===== src/rtl/alu_issue_seq.sv =====
// Issue/writeback sequencer wrapped around a combinational ALU: it reads operands from a
// 4-entry register file, checks an ARM condition code and writes back the result and flags.
module alu_issue_seq #(
  parameter int WIDTH = 5
) (
  input  logic             clk,
  input  logic             reset,
  input  logic             cmd_valid,
  output logic             cmd_ready,
  input  logic [1:0]       cmd_op,
  input  logic [3:0]       cmd_cond,
  input  logic             cmd_s,
  input  logic [1:0]       cmd_rd,
  input  logic [1:0]       cmd_rn,
  input  logic [1:0]       cmd_rm,
  input  logic             cmd_imm_en,
  input  logic [WIDTH-1:0] cmd_imm,
  output logic [WIDTH-1:0] alu_a,
  output logic [WIDTH-1:0] alu_b,
  output logic [1:0]       alu_ctrl,
  input  logic [WIDTH-1:0] alu_result,
  input  logic [3:0]       alu_flags,
  output logic             rsp_valid,
  output logic             rsp_executed,
  output logic [WIDTH-1:0] rsp_result,
  output logic [3:0]       flags,
  input  logic [1:0]       dbg_addr,
  output logic [WIDTH-1:0] dbg_data
);

  typedef enum logic [1:0] {IDLE, EXEC, WB} state_t;

  state_t           state_reg;
  logic [1:0]       rd_reg;
  logic             s_reg;
  logic [3:0]       cond_reg;
  logic [3:0]       new_flags_reg;
  logic [WIDTH-1:0] rf [4];

  // Odd condition codes are the negation of the even code below them; 1111 negates AL.
  function automatic logic cond_pass(input logic [3:0] c, input logic [3:0] f);
    logic n, z, cf, v, base;
    {n, z, cf, v} = f;
    case (c[3:1])
      3'd0:    base = z;
      3'd1:    base = cf;
      3'd2:    base = n;
      3'd3:    base = v;
      3'd4:    base = cf & ~z;
      3'd5:    base = (n == v);
      3'd6:    base = ~z & (n == v);
      default: base = 1'b1;
    endcase
    return base ^ c[0];
  endfunction

  // Operands are latched at capture: nothing can write the register file before EXEC.
  always_ff @(posedge clk or negedge reset) begin
    if (!reset) begin
      state_reg     <= IDLE;
      cmd_ready     <= 1'b1;
      rsp_valid     <= 1'b0;
      rsp_executed  <= 1'b0;
      rsp_result    <= '0;
      alu_a         <= '0;
      alu_b         <= '0;
      alu_ctrl      <= 2'b00;
      flags         <= 4'b0000;
      rd_reg        <= 2'b00;
      s_reg         <= 1'b0;
      cond_reg      <= 4'b0000;
      new_flags_reg <= 4'b0000;
    end else begin
      case (state_reg)
        IDLE: begin
          if (cmd_valid) begin
            state_reg <= EXEC;
            cmd_ready <= 1'b0;
            alu_a     <= rf[cmd_rn];
            alu_b     <= cmd_imm_en ? cmd_imm : rf[cmd_rm];
            alu_ctrl  <= cmd_op;
            rd_reg    <= cmd_rd;
            s_reg     <= cmd_s;
            cond_reg  <= cmd_cond;
          end
        end
        EXEC: begin
          state_reg     <= WB;
          alu_a         <= '0;
          alu_b         <= '0;
          alu_ctrl      <= 2'b00;
          rsp_valid     <= 1'b1;
          rsp_executed  <= cond_pass(cond_reg, flags);
          rsp_result    <= alu_result;
          new_flags_reg <= alu_flags;
        end
        WB: begin
          state_reg <= IDLE;
          rsp_valid <= 1'b0;
          cmd_ready <= 1'b1;
          if (rsp_executed && s_reg) flags <= new_flags_reg;
        end
        default: begin
          state_reg <= IDLE;
          cmd_ready <= 1'b1;
          rsp_valid <= 1'b0;
        end
      endcase
    end
  end

  // Flop-based register file: needs async reset and a combinational debug read port.
  generate
    for (genvar gi = 0; gi < 4; gi++) begin : g_rf
      always_ff @(posedge clk or negedge reset) begin
        if (!reset) begin
          rf[gi] <= '0;
        end else if (state_reg == WB && rsp_executed && rd_reg == 2'(gi)) begin
          rf[gi] <= rsp_result;
        end
      end
    end
  endgenerate

  assign dbg_data = rf[dbg_addr];

endmodule


===== config.mk =====
export PLATFORM = sky130hd
export DESIGN_NAME = alu_issue_seq
export DESIGN_NICKNAME = d
export VERILOG_FILES = /design/src/rtl/alu_issue_seq.sv
export SDC_FILE = /design/constraint.sdc
export NUM_CORES = 1
export LEC_CHECK = 0
export BUFFER_PORTS_ARGS = -buffer_cell sky130_fd_sc_hd__buf_2
export CORE_UTILIZATION = 57
export CTS_CLUSTER_DIAMETER = 150
export DETAILED_ROUTE_END_ITERATION = 16
export PLACE_DENSITY_LB_ADDON = 0.05
export SETUP_SLACK_MARGIN = 0.4
export SYNTH_ARGS = -nofsm -noshare
export SYNTH_HDL_FRONTEND = slang
export SYNTH_SLANG_ARGS = --single-unit

===== constraint.sdc =====
create_clock -name clk -period 3.9 [get_ports clk]
set_input_delay 0.195 -clock clk [delete_from_list [all_inputs] [get_ports clk]]
set_output_delay 0.195 -clock clk [all_outputs]
set_load 0.005 [all_outputs]

==> results by group <==
Outcome
  • Status: finished, final reports clean

Global routing
  • First-pass GRT wire length: 8800 um
  • GRT Total Usage: approximately a quarter
  • Via count of the first global-routing pass: around 1800
  • Initial antenna violation count: 0
  • GRT Residual Overflow: 0
  • Pin count of the biggest net entering global routing: 54

Yosys
  • Cell taking the most area after synthesis: dfrtp_1
  • Largest cells by area after synthesis: dfrtp_1 53%, mux4_2 13%, mux2_2 10%, nand2_1 9.2%, nand3_1 2.4%
  • Syn. warnings: 0
  • Synthesized instance count: between 200 and 250
  • Flop and latch count out of synthesis: 57
  • Post-synthesis area per instance: 11.9 sq um
  • Synth Net Count: roughly 260
  • Area share of the largest cell type after synthesis: between 50% and 60%
  • Portion of the post-synthesis area used by sequential elements: a little over half
  • Cell Area, Synth: between 2000 and 3000 sq um
  • Count of distinct cell types in the synthesized netlist: 29

Route
  • Iter 0 DRT Violations: 101
  • Residual antenna-violating net count after detailed routing: 0
  • Total DRC errors in the routed layout: 0
  • Total detailed-routing wirelength: 5320 um
  • Detailed Routing Iterations Pass 1: 4
  • Via count: ~1900
  • Number of vias per cell: about 5.5
  • Routed wirelength normalized by instance count: approximately 15 um

Hold path
  • Min-delay worst type: in -> reg

Die
  • Core Region: 4410 sq um
  • Placement Rows: 24
  • Number of primary I/O pins: between 60 and 70
  • Chip height: 70.3 um
  • Die area: 4940 sq um
  • Starting Density: 60.2%
  • Horizontal die dimension: ~70 um

Clock network
  • Clock sinks: 57
  • CTS clk-pin slew, worst paths: around 0.06 ns
  • Number of hold buffers added after CTS: 1
  • Number of levels in the clock H-tree: 3
  • Cts bufs inserted: 9
  • Count of buffers added by post-CTS timing repair for setup: 0
  • Cell chosen for the clock root: clkbuf_8
  • Resized Gates After CTS: 0
  • Clk buf depth: 2
  • TritonCTS clock tree: built
  • Clock latency of the later-clocked register in the worst-skew pair: roughly 0.34 ns

Cells and area
  • Ant. Diodes: 0
  • Number of nets in the finished design: approximately 320
  • Number of flip-flops under the largest register name: 20
  • Finished Cell Area: 3220 sq um
  • Ratio of cells with drive above 1 in the final layout: between 40% and 50%
  • Most flop-heavy register: rf
  • Filler cells: approximately 340
  • Area Growth Syn to Fin: 21.2%

Timing
  • Max-slew headroom: a little over two fifths
  • Endpoints failing setup: 0
  • Maximum achievable frequency: approximately 530 MHz
  • Final Skew: ~0.0064 ns
  • Post-layout minimum cycle time: roughly 1.9 ns
  • Portion of the clock cycle consumed by the worst path in the final layout: roughly 48%
  • Setup TNS after final layout: 0 ns
  • Max-slew violation count: 0
  • Setup repair after global routing missed its margin: false
  • Transition time of the tightest slew-check pin: ~0.86 ns
  • Final hold viol count: 0

Worst setup path
  • Delay of the slowest cell on the worst path: about 0.7 ns
  • Critical-path cell with the highest stage delay: nand2b_1
  • Data required time of the critical path: 4.10 ns
  • Crit start category: flop
  • Capturing element type of the critical path: flop
  • Arrival time of data at the critical path endpoint: 2.07 ns
  • Largest fanout on the critical path: 22
  • Top cell family by delay on the critical path: simple AND/OR/NAND/NOR gates
  • Sum of buffers and inverters on the critical path: 1
  • Ordered list of cells on the worst path: nand2b_1 -> inv_1 -> nor2_1 -> a31oi_1
  • Type of the worst setup path: reg -> reg

Placement
  • HPWL Detailed: roughly 3700 um
  • Placer congestion estimate: between 0.8 and 0.9
  • Placed cell area: ~3000 sq um
  • IO Port Bufs: just over 60

Pwr
  • Leakage power total: between 0.0015 and 0.002 uW
  • Switching power as a share of total power: approximately 30%
  • Seq pwr share: ~46%
  • Cell area power density: about 660 nW/um^2
  • Clock power frac: 27.4%
  • Combinational share of power: a little over a quarter
  • Maximum resistive drop on vdd: 0.000390 V
  • Net Switching: ~630 uW
  • Internal Dissipation: between 1000 and 1500 uW

Run
  • Number of maximum-capacitance constraint violations: 0
[metrics by stage]
stage	total power [uW]	setup WS, ns	cells	util [%]	hold WS, ns
after floorplan	1310	2.41	224	-	-0.101
after global placement	1530	2.10	328	67.9	0.00864
after detailed placement	1550	2.03	328	67.9	0.0115
after CTS	2140	2.02	344	72.9	0.0304
after global routing	2240	1.85	344	72.9	0.0423
final	2120	2.03	344	72.9	0.0479
[metal layers]
metal / GRT usage, % / share of wire [%]
met1: 34.5 / 47
met4: 14.0 / 2.2
met5: 0 / 0
met3: 4.76 / 4.5
met2: 35.0 / 46
[power groups by stage]
stage          Combinational (uW)  Clock, uW  Sequential, uW
2_1_floorplan                 374          0             938
3_3_place_gp                  553          0             974
3_5_place_dp                  568          0             982
4_1_cts                       570        594             973
5_1_grt                       618        615            1010
6_report                      561        581             976
[layout make-up]
class | instances | area [sq um] | area share (%)
clock buffer | 13 | 179 | 5.56
tap | 52 | 65.1 | 2.02
sequential | 57 | 1430 | 44.3
clock inverter | 2 | 35.0 | 1.09
inverter | 2 | 7.51 | 0.233
multi-input combinational | 155 | 1180 | 36.7
timing repair buffer | 63 | 323 | 10.0
[placed cells by master (no fill, tap or decap), types with 5 or more instances in the layout]
master	instances
nor2_1	8
clkbuf_8	13
nand3_1	13
mux2_2	24
dfrtp_1	56
mux2i_1	6
nand2_1	65
mux4_2	15
buf_2	61
o21ai_0	5
[cell families after synthesis]
logic type | Yosys count | share of synthesized area (%)
AOI/OAI and AO/OA | 11 | 2.54
xor gates and xnor gates | 1 | 0.330
buffers and inverters | 12 | 1.74
DFF | 57 | 53.7
muxes | 45 | 25.2
and+or+nand+nor | 98 | 16.5
[worst register-to-register path: cells and delay by family, from the launching register on]
kind            cells  cell delay [ns]
flops               1             0.40
compound gates      1             0.05
simple gates        2             0.88
buf+inv             1             0.40
[synthesized netlist by cell type]
cell and number:
and3b_1 1, nor2_1 8, nand3b_1 3, a21oi_1 1, mux4_2 15, o31ai_1 1, nand2_1 65, a31oi_1 1
nor2b_1 1, a22o_1 1, dfrtp_1 56, clkbuf_1 8, nand3_1 13, o21ai_0 5, or4b_2 1, or4bb_1 1
o21bai_1 1, inv_1 2, nand2b_1 2, nor3b_2 1, dfstp_2 1, or4_1 1, xnor2_1 1, o211ai_1 1
or2b_1 1, mux2_2 24, buf_2 1, mux2i_1 6, buf_1 1
[worst paths after layout]
path | endpoint | slack (ns) | startpoint | cells past startpoint
min in group asynchronous | s_reg | 0.19 | reset | 2
max in group asynchronous | rf[1] | 2.87 | reset | 3
setup / recovery | rsp_executed | 2.03 | state_reg[1] | 4
setup reg to reg | rsp_executed | 2.03 | state_reg[1] | 4
hold / removal | new_flags_reg[2] | 0.05 | alu_flags[2] | 3
hold reg to reg | new_flags_reg[2] | 0.48 | new_flags_reg[2] | 2
Note: power is estimated with default switching activity, not from simulation.
